$ cat src/rtl/ccd_line_framer_pkg.sv
// rtl/ccd_line_framer_pkg.sv - shared types and constants for the CCD line framer
package ccd_line_framer_pkg;

  localparam int PIX_W_DEF = 12;

  // Line region the framer is currently counting pixels in
  typedef enum logic [2:0] {
    ST_IDLE,
    ST_DUMMY,
    ST_DARK,
    ST_ACTIVE,
    ST_DONE
  } state_e;

  // FIFO entry is {sol, eol, corrected pixel}
  function automatic int entry_w(input int pix_w);
    return pix_w + 2;
  endfunction

endpackage

$ cat src/rtl/ccd_line_framer_if.sv
// rtl/ccd_line_framer_if.sv - pixel input and framed output stream bundle
interface ccd_line_framer_if #(
  parameter int PIX_W = 12
);
  logic [PIX_W-1:0] pixel_data;
  logic             pixel_valid;
  logic [PIX_W-1:0] out_data;
  logic             out_sol;
  logic             out_eol;
  logic             out_valid;
  logic             out_ready;

  modport master (
    output pixel_data, pixel_valid, out_ready,
    input  out_data, out_sol, out_eol, out_valid
  );

  modport slave (
    input  pixel_data, pixel_valid, out_ready,
    output out_data, out_sol, out_eol, out_valid
  );
endinterface

$ cat src/rtl/ccd_line_framer_pix_fifo.sv
// rtl/ccd_line_framer_pix_fifo.sv - synchronous first-word-fall-through FIFO
module pix_fifo #(
  parameter int WIDTH = 14,
  parameter int DEPTH = 64
) (
  input  logic             clk,
  input  logic             rst_n,
  input  logic             wr_en,
  input  logic [WIDTH-1:0] din,
  output logic             full,
  input  logic             rd_en,
  output logic [WIDTH-1:0] dout,
  output logic             empty
);
  localparam int AW = $clog2(DEPTH);

  logic [WIDTH-1:0] mem_q [DEPTH];
  logic [AW-1:0]    wr_ptr_q, wr_ptr_d, rd_ptr_q, rd_ptr_d;
  logic [AW:0]      cnt_q, cnt_d;
  logic             do_wr, do_rd;

  assign full  = (cnt_q == (AW+1)'(DEPTH));
  assign empty = (cnt_q == '0);
  assign dout  = mem_q[rd_ptr_q];

  // A write into a full FIFO is only taken when a read frees a slot that cycle
  always_comb begin
    do_rd    = rd_en & ~empty;
    do_wr    = wr_en & (~full | do_rd);
    wr_ptr_d = do_wr ? wr_ptr_q + AW'(1) : wr_ptr_q;
    rd_ptr_d = do_rd ? rd_ptr_q + AW'(1) : rd_ptr_q;
    cnt_d    = cnt_q;
    if (do_wr && !do_rd) begin
      cnt_d = cnt_q + (AW+1)'(1);
    end else if (!do_wr && do_rd) begin
      cnt_d = cnt_q - (AW+1)'(1);
    end
  end

  // Storage array; contents are don't-care until written
  always_ff @(posedge clk) begin
    if (do_wr) begin
      mem_q[wr_ptr_q] <= din;
    end
  end

  // Pointer and occupancy registers
  always_ff @(posedge clk or negedge rst_n) begin
    if (!rst_n) begin
      wr_ptr_q <= '0;
      rd_ptr_q <= '0;
      cnt_q    <= '0;
    end else begin
      wr_ptr_q <= wr_ptr_d;
      rd_ptr_q <= rd_ptr_d;
      cnt_q    <= cnt_d;
    end
  end
endmodule

$ cat src/rtl/ccd_line_framer.sv
// rtl/ccd_line_framer.sv - frames ADC pixels into dark-corrected CCD lines
module ccd_line_framer
  import ccd_line_framer_pkg::*;
#(
  parameter int PIX_W      = PIX_W_DEF,
  parameter int DUMMY_PIX  = 16,
  parameter int DARK_PIX   = 16,
  parameter int ACTIVE_PIX = 2048,
  parameter int FIFO_DEPTH = 64
) (
  input  logic               clk,
  input  logic               rst_n,
  input  logic               rog,
  ccd_line_framer_if.slave   bus,
  output logic [PIX_W-1:0]   dark_level,
  output logic [15:0]        line_count,
  output logic               ovf,
  output logic               trunc,
  input  logic               status_clr
);
  localparam int DARK_SH = $clog2(DARK_PIX);
  localparam int SUM_W   = PIX_W + DARK_SH;
  localparam int CNT_W   = $clog2(DUMMY_PIX + DARK_PIX + ACTIVE_PIX + 1);
  localparam int ENT_W   = entry_w(PIX_W);

  state_e             state_q, state_d, st;
  logic [CNT_W-1:0]   cnt_q, cnt_d, cnt;
  logic [SUM_W-1:0]   sum_q, sum_d, sum_next;
  logic [PIX_W-1:0]   dark_q, dark_d, corr;
  logic               rog_q, rog_d, rog_edge;
  logic [15:0]        line_q, line_d;
  logic               stg_vld_q, stg_vld_d;
  logic [ENT_W-1:0]   stg_data_q, stg_data_d;
  logic               ovf_q, ovf_d, trunc_q, trunc_d;
  logic               ovf_set, trunc_set;
  logic               fifo_full, fifo_empty, fifo_wr, fifo_rd;
  logic [ENT_W-1:0]   fifo_dout;

  // Line framing: region tracking, dark averaging and the registered subtract.
  // A ROG edge restarts the line before the current pixel is classified, so a
  // pixel arriving with the edge becomes pixel 0 of the new line. dark_q is
  // always settled before the first active pixel because the last dark pixel
  // and the first active pixel can never be accepted in the same cycle.
  always_comb begin
    rog_d      = rog;
    rog_edge   = rog & ~rog_q;
    st         = rog_edge ? ST_DUMMY : state_q;
    cnt        = rog_edge ? '0 : cnt_q;
    state_d    = st;
    cnt_d      = cnt;
    sum_d      = sum_q;
    dark_d     = dark_q;
    line_d     = line_q + {15'd0, rog_edge};
    stg_vld_d  = 1'b0;
    stg_data_d = stg_data_q;
    trunc_set  = rog_edge & ((state_q == ST_DUMMY) | (state_q == ST_DARK) |
                             (state_q == ST_ACTIVE));
    sum_next   = ((cnt == '0) ? '0 : sum_q) + {{DARK_SH{1'b0}}, bus.pixel_data};
    corr       = (bus.pixel_data > dark_q) ? bus.pixel_data - dark_q : '0;
    if (bus.pixel_valid) begin
      case (st)
        ST_DUMMY: begin
          if (cnt == CNT_W'(DUMMY_PIX - 1)) begin
            state_d = ST_DARK;
            cnt_d   = '0;
          end else begin
            cnt_d = cnt + CNT_W'(1);
          end
        end
        ST_DARK: begin
          sum_d = sum_next;
          if (cnt == CNT_W'(DARK_PIX - 1)) begin
            dark_d  = sum_next[SUM_W-1 -: PIX_W];
            state_d = ST_ACTIVE;
            cnt_d   = '0;
          end else begin
            cnt_d = cnt + CNT_W'(1);
          end
        end
        ST_ACTIVE: begin
          stg_vld_d  = 1'b1;
          stg_data_d = {cnt == '0, cnt == CNT_W'(ACTIVE_PIX - 1), corr};
          if (cnt == CNT_W'(ACTIVE_PIX - 1)) begin
            state_d = ST_DONE;
            cnt_d   = '0;
          end else begin
            cnt_d = cnt + CNT_W'(1);
          end
        end
        default: ;
      endcase
    end
  end

  // Sticky status: a new event in the same cycle as status_clr keeps the flag set
  always_comb begin
    fifo_rd = bus.out_ready & ~fifo_empty;
    fifo_wr = stg_vld_q;
    ovf_set = stg_vld_q & fifo_full & ~fifo_rd;
    ovf_d   = ovf_set | (ovf_q & ~status_clr);
    trunc_d = trunc_set | (trunc_q & ~status_clr);
  end

  // State and datapath registers; rog_q starts high so a held ROG is not an edge
  always_ff @(posedge clk or negedge rst_n) begin
    if (!rst_n) begin
      state_q    <= ST_IDLE;
      cnt_q      <= '0;
      sum_q      <= '0;
      dark_q     <= '0;
      rog_q      <= 1'b1;
      line_q     <= '0;
      stg_vld_q  <= 1'b0;
      stg_data_q <= '0;
      ovf_q      <= 1'b0;
      trunc_q    <= 1'b0;
    end else begin
      state_q    <= state_d;
      cnt_q      <= cnt_d;
      sum_q      <= sum_d;
      dark_q     <= dark_d;
      rog_q      <= rog_d;
      line_q     <= line_d;
      stg_vld_q  <= stg_vld_d;
      stg_data_q <= stg_data_d;
      ovf_q      <= ovf_d;
      trunc_q    <= trunc_d;
    end
  end

  pix_fifo #(
    .WIDTH (ENT_W),
    .DEPTH (FIFO_DEPTH)
  ) u_fifo (
    .clk   (clk),
    .rst_n (rst_n),
    .wr_en (fifo_wr),
    .din   (stg_data_q),
    .full  (fifo_full),
    .rd_en (fifo_rd),
    .dout  (fifo_dout),
    .empty (fifo_empty)
  );

  // Output fields are forced to 0 while empty so the stale RAM word never shows
  assign bus.out_valid = ~fifo_empty;
  assign bus.out_data  = fifo_empty ? '0 : fifo_dout[PIX_W-1:0];
  assign bus.out_sol   = ~fifo_empty & fifo_dout[PIX_W+1];
  assign bus.out_eol   = ~fifo_empty & fifo_dout[PIX_W];
  assign dark_level    = dark_q;
  assign line_count    = line_q;
  assign ovf           = ovf_q;
  assign trunc         = trunc_q;
endmodule
$ cat src/flat_wrapper.sv
// flat-port wrapper written by rule: the top's interface ports become plain ports
module ccd_line_framer_flat import ccd_line_framer_pkg::*;
#(
  parameter int PIX_W      = PIX_W_DEF,
  parameter int DUMMY_PIX  = 16,
  parameter int DARK_PIX   = 16,
  parameter int ACTIVE_PIX = 2048,
  parameter int FIFO_DEPTH = 64
)
  (clk, rst_n, rog, dark_level, line_count, ovf, trunc, status_clr, bus_pixel_data, bus_pixel_valid, bus_out_ready, bus_out_data, bus_out_sol, bus_out_eol, bus_out_valid);
  ccd_line_framer_if #(.PIX_W(PIX_W)) bus_i ();
  input  logic clk;
  input  logic rst_n;
  input  logic rog;
  output logic [PIX_W-1:0] dark_level;
  output logic [15:0] line_count;
  output logic ovf;
  output logic trunc;
  input  logic status_clr;
  input wire logic [$bits(bus_i.pixel_data)-1:0] bus_pixel_data;
  input wire logic [$bits(bus_i.pixel_valid)-1:0] bus_pixel_valid;
  input wire logic [$bits(bus_i.out_ready)-1:0] bus_out_ready;
  output wire logic [$bits(bus_i.out_data)-1:0] bus_out_data;
  output wire logic [$bits(bus_i.out_sol)-1:0] bus_out_sol;
  output wire logic [$bits(bus_i.out_eol)-1:0] bus_out_eol;
  output wire logic [$bits(bus_i.out_valid)-1:0] bus_out_valid;
  assign bus_i.pixel_data = bus_pixel_data;
  assign bus_i.pixel_valid = bus_pixel_valid;
  assign bus_i.out_ready = bus_out_ready;
  assign bus_out_data = bus_i.out_data;
  assign bus_out_sol = bus_i.out_sol;
  assign bus_out_eol = bus_i.out_eol;
  assign bus_out_valid = bus_i.out_valid;
  ccd_line_framer #(.PIX_W(PIX_W), .DUMMY_PIX(DUMMY_PIX), .DARK_PIX(DARK_PIX), .ACTIVE_PIX(ACTIVE_PIX), .FIFO_DEPTH(FIFO_DEPTH)) u_core (.clk(clk), .rst_n(rst_n), .rog(rog), .bus(bus_i), .dark_level(dark_level), .line_count(line_count), .ovf(ovf), .trunc(trunc), .status_clr(status_clr));
endmodule
$ cat config.mk
export PLATFORM = sky130hd
export DESIGN_NAME = ccd_line_framer_flat
export DESIGN_NICKNAME = d
export VERILOG_FILES = /design/src/rtl/ccd_line_framer_pkg.sv /design/src/rtl/ccd_line_framer_if.sv /design/src/rtl/ccd_line_framer_pix_fifo.sv /design/src/rtl/ccd_line_framer.sv /design/src/flat_wrapper.sv
export SDC_FILE = /design/constraint.sdc
export NUM_CORES = 1
export LEC_CHECK = 0
export BUFFER_PORTS_ARGS = -buffer_cell sky130_fd_sc_hd__buf_2
export CELL_PAD_IN_SITES_DETAIL_PLACEMENT = 0
export CELL_PAD_IN_SITES_GLOBAL_PLACEMENT = 1
export CORE_UTILIZATION = 35
export DETAILED_ROUTE_END_ITERATION = 10
export MAX_ROUTING_LAYER = met4
export PLACE_DENSITY_LB_ADDON = 0.1
export SYNTH_ARGS = -nofsm -noshare
export SYNTH_HDL_FRONTEND = slang
export SYNTH_SLANG_ARGS = --single-unit
$ cat constraint.sdc
create_clock -name clk -period 5.04 [get_ports clk]
set_clock_uncertainty 0.1 [all_clocks]
set_input_delay 0 -clock clk [delete_from_list [all_inputs] [get_ports clk]]
set_output_delay 0 -clock clk [all_outputs]
set_load 0.005 [all_outputs]
After elaboration in Yosys (flattened, before gate mapping). Memory sizes are Yosys's and may differ from the RTL's. Index checks and enable logic that the tools add are counted.

Flip-flop bits (word level): 96. Memory bits (writable): 896. Memories: 1.

Memories: u_core.u_fifo.mem_q (depth 64, bits a word 14, read ports 1, clocked after memory_dff 0, wr ports 1, RTL line ccd_line_framer_pix_fifo.sv:17) `logic [WIDTH-1:0] mem_q [DEPTH];`.

Add/subtract/negate cells: 8. Order comparisons: 1. Equal/unequal tests: 9. Muxes and demuxes: 20. Bitwise operators: 21. Reductions and logical operators: 11.

Operators with widths (number): two-way mux 12 bit (6); one-hot mux 12 bit (2 select lines) (1); adder 16 x 1 -> 16 bit (1); adder 16 x 12 -> 16 bit (1); two-way mux 16 bit (1); two-way mux 3 bit (5); two-way mux 7 bit (2); adder 12 x 1 -> 12 bit, second input constant (1); adder 6 x 1 -> 6 bit, second input constant (2); == test 12 x 11 -> 1 bit, second input constant (1); == test 12 x 4 -> 1 bit, second input constant (1); == test 3 x 2 -> 1 bit, second input constant (4); greater-than comparator 12 bit (1); zero test 12 bit (1); subtractor 12 bit (1); bitwise AND 1 bit (11); one-hot mux 3 bit (3 select lines) (1); adder 7 x 1 -> 7 bit, second input constant (1); == test 7 bit, second input constant (1); zero test 7 bit (1); subtractor 7 x 1 -> 7 bit, second input constant (1); == test 3 x 1 -> 1 bit, second input constant (2); NOT 1 bit (5); OR 1 bit (5); 7 further kinds (13).

Depth between registers and ports, before layout.
Depth in word-level cells: 10. Mapped depth: 17. Depth with buffers taken out: 14.

Modules after synthesis. Synthesis repeated with hierarchy kept, for this count alone.

Cell total of the unflattened synthesis: 2190. Area total of the unflattened synthesis: 40306.2 µm².

By module, submodules not included: pix_fifo (instances 1, cells an instance 1690, area each 35619.2 µm², sequential area each 27381.3 µm²); ccd_line_framer (instances 1, cells an instance 500, area each 4687.0 µm², sequential area each 1928.1 µm²).

Worst setup path before layout. No wires, ideal clock.

Path kind: register to register. Start: register u_core.rog_q. End: register u_core.dark_q[8], in the netlist u_core.dark_level[8]. Setup time: 0.123 ns. Data arrival time: 3.553 ns. Data required time: 4.817 ns. Path slack: 1.265 ns. Stages on the path, launching flop included: 18. Period minus slack after synthesis: 3.775 ns. Cells stage by stage: dfstp_2 > nand2b_1 > buf_4 > buf_2 > nand2_1 > ha_1 > nor3b_1 > a32oi_1 > clkbuf_1 > and2_1 > ha_1 > fa_1 > a211oi_1 > o21ai_0 > o221ai_1 > a21boi_0 > xor2_1 > a21oi_1.

Word-level cells in the longest chain between the ends: 6.

Ends and longest elaborated chain: start, declared (RTL line ccd_line_framer.sv:30) `logic rog_q, rog_d, rog_edge;`; start signal, assigned (RTL line ccd_line_framer.sv:122) `rog_q <= rog_d;`; NOT 1 bit (*) (RTL line ccd_line_framer.sv:46) `rog_edge = rog & ~rog_q;`; bitwise AND 1 bit (*) (RTL line ccd_line_framer.sv:46); two-way mux 12 bit (RTL line ccd_line_framer.sv:48) `cnt = rog_edge ? '0 : cnt_q;`; zero test 12 bit (RTL line ccd_line_framer.sv:58) `sum_next = ((cnt == '0) ? '0 : sum_q) + {{DARK_SH{1'b0}}, bus.pixel_data};`; two-way mux 16 bit (RTL line ccd_line_framer.sv:58); adder 16 x 12 -> 16 bit (RTL line ccd_line_framer.sv:58); end signal, assigned (RTL line ccd_line_framer.sv:121) `dark_q <= dark_d;`; end, declared (RTL line ccd_line_framer.sv:29) `logic [PIX_W-1:0] dark_q, dark_d, corr;`.

Mark *: on every way between the ends. The rest lies on a longest branch, timed or not. A chain may end at the register's enable or synchronous reset.

Final worst setup path. Same ends and word-level chain as after synthesis.

==> impl_metrics.ini <==
[run_status]
run_status = complete, no violations

[synthesis]
syn-instance-count = 2154
yosysWarningCount = 0
synth-edff-count = 896
synth_fp_nets = 2211
synth_area_leader_cell = edfxtp_1
synth_area_per_cell_um2 = 18.5
synth_top_area_frac = 0.676
syn_area_mm2 = 0.0398
ys_top_cells_by_area = edfxtp_1, mux4_2, dfrtp_1
ys_ff_latch = 992
async_reset_ff_frac = 0.0968
ys_seq_area_frac = 0.736
ys_types = 66
ys.flop_type = edfxtp_1

[clock_network]
numCtsBuffers = 107
cts_root_buf = clkbuf_16
clock_sinks = 992
clk_path_buf_depth = 3
cts_max_level = 3
cts_resized = 0
path_clk_slew_ns = 0.06
cts_tree = built
clk_latency_ns = 0.69
postCtsSetupBuffers = 0

[floorplanning]
die-width_um = 339
start_util = 0.353
io_pins = 63
die_area_mm2 = 0.115
die_h_um = 339
coreArea_mm2 = 0.113
rows = 123

[sta]
max_freq_ghz = 0.232
worstMarginPinSlew_ns = 1.08
setup-violations-final = 0
slew_viol_final = 0
layout_min_cycle_time_ns = 4.31
rsz0062_at_grt = false
tns_ns = 0
setup_ws_ns = 0.730
max_slew_margin = 0.276
fin_crit_sh = 0.855
hold_viol = 0

[power]
p_int_uw = 15200
total_power_uw = 21800
sw_frac_of_total = 0.303
peakVddDrop_v = 0.000330
power_density_mw_per_mm2 = 473
clockPowerShare = 0.353
power.switching_uw = 6610
pwr-share-seq = 0.424
comb_power_share = 0.223
p_leak_uw = 0.0138

[layout]
drive_gt1_frac = 0.225
layout_commonest_cell = edfxtp_1
num_antenna_cells = 0
area_growth_pct = 15.8
mostFrequentLayoutCells = edfxtp_1, mux4_2, mux2i_1, clkbuf_16, buf_4
fillerInstances = 10100
layout.nets = 2406

[critical_path]
end_kind = flip-flop
reg2reg_from = u_core.rog_q
cp_data_required_time_ns = 5.47
worstPathMaxFanout = 12
start_kind = flip-flop
ff2ff_setup_slack_ns = 0.73
path_class = reg2reg
critical_path.endpoint = u_core.dark_level[8]
worstPathArrival_ns = 4.74
rr_worst_depth = 15
critical_path.startpoint = u_core.rog_q
r2r_end = u_core.dark_level[8]

[global_routing]
grt_pass1_wl_mm = 157
grt_max_degree = 90
grt_pass1_vias = 21600
antenna_found_initial = 3
overflow = 0
globalRouteTotalUtil = 0.196

[routing]
route.detailed.drc = 0
drt-initial-drc-count = 1552
dr_total_vias = 20900
antenna_left = 0
wl_mm = 109
vias_per_cell = 5.31
wire_per_inst_um = 27.7
dr.pass1.iters = 5

[placed_design]
gp_congestion = 0.814
dpl.hpwl_mm = 65.1
pre_cts_ws_ns = 0.786
io_buffers = 62

[flow_run]
drv_cap = 0

[hold_path]
hp-class = in2reg
cells in the mapped netlist (29+ instances only):
library cell  number
ha_1              36
a22oi_1           42
buf_2             45
o221ai_1          29
a211oi_1          36
a22o_1            40
dfrtp_1           95
mux2i_1          112
inv_1             32
mux4_2           168
xnor2_1           40
o22ai_1           35
clkbuf_1          43
nand2_1           80
nor2_1            98
a21oi_1           72
edfxtp_1         896
kinds of logic after synthesis:
group,after synthesis,share of synthesized area
flip-flops,992,0.736
AO/OA/AOI/OAI,323,0.0572
AND/OR/NAND/NOR,300,0.0361
multiplexers,291,0.126
buffers and inverters,148,0.0177
XOR/XNOR,61,0.0134
adder cells (fa/ha/maj),39,0.0128
how the worst min path moves through the flow:
stage | startpoint | endpoint | slack, ns | depth (start not counted)
floorplan | rst_n | u_core.cnt_q[0] | -0.40 | 0
global placement | rst_n | u_core.ovf | -0.02 | 1
detailed placement | rst_n | u_core.u_fifo.cnt_q[5] | -0.02 | 1
CTS | rog | u_core.cnt_q[2] | 0.14 | 5
global route | rog | u_core.cnt_q[2] | 0.18 | 5
finish | rog | u_core.cnt_q[2] | 0.19 | 5
power groups by stage:
stage	clock [µW]	sequential [µW]	combinational, µW
6_report	7690	9240	4860
5_1_grt	8210	9260	5160
4_1_cts	7880	9240	4960
3_5_place_dp	0	9410	4930
3_3_place_gp	0	9410	4920
2_1_floorplan	0	9180	3040
cell type report:
type / count / area, µm² / area share
inverters: 33 / 124 / 0.00269
repair buffers: 201 / 1490 / 0.0324
multi-input cells: 1014 / 9830 / 0.213
well taps: 1500 / 1880 / 0.0407
clock inverters: 50 / 418 / 0.00906
clock buffers: 151 / 3030 / 0.0657
flip-flops and latches: 992 / 29300 / 0.636
worst max-delay path: stages, from the launching register on:
cell and delay, ns:
dfstp_2 0.50, nand2b_1 0.18, buf_4 0.22, nand2_1 0.10, ha_1 0.22, nor3b_1 0.14, a32oi_1 0.45, and2_1 0.21
ha_1 0.22, fa_1 0.27, a211oi_1 0.09, o21ai_0 0.43, o221ai_1 0.30, a21boi_0 0.44, xor2_1 0.21, a21oi_1 0.09
per-stage QoR:
stage | instance area, µm² | cells | hold WS, ns | util
finish | 46100 | 3941 | 0.189 | 0.409
global route | 46100 | 3941 | 0.182 | 0.409
CTS | 46100 | 3941 | 0.142 | 0.409
detailed placement | 42400 | 3712 | -0.0155 | 0.376
global placement | 42400 | 3712 | -0.0214 | 0.376
floorplan | 39800 | 2154 | -0.396 | -
what timing repair did:
item	in CTS	in global routing
endpoints found under the setup margin	0	0
hold endpoints to repair	152	0
hold buffers	28	0
sequential cells by signal, indices dropped and copies added (netlist names), 6 cells and up:
signal                  cells
u_core.dark_level          12
u_core.cnt_q               12
u_core.u_fifo.rd_ptr_q      6
u_core.u_fifo.mem_q       896
u_core.u_fifo.wr_ptr_q      6
u_core.stg_data_q          14
u_core.line_count          16
u_core.sum_q               16
u_core.u_fifo.cnt_q         7
layer usage:
layer  GRT usage  vias to the layer above  routed length [µm]
met1       0.269                    11100               49400
met4      0.0566                        0                2660
met5           -                        -                   0
li1            -                     9124                   -
met2       0.297                      545               50700
met3      0.0393                      141                6500
(Power assumes the default switching activity.)
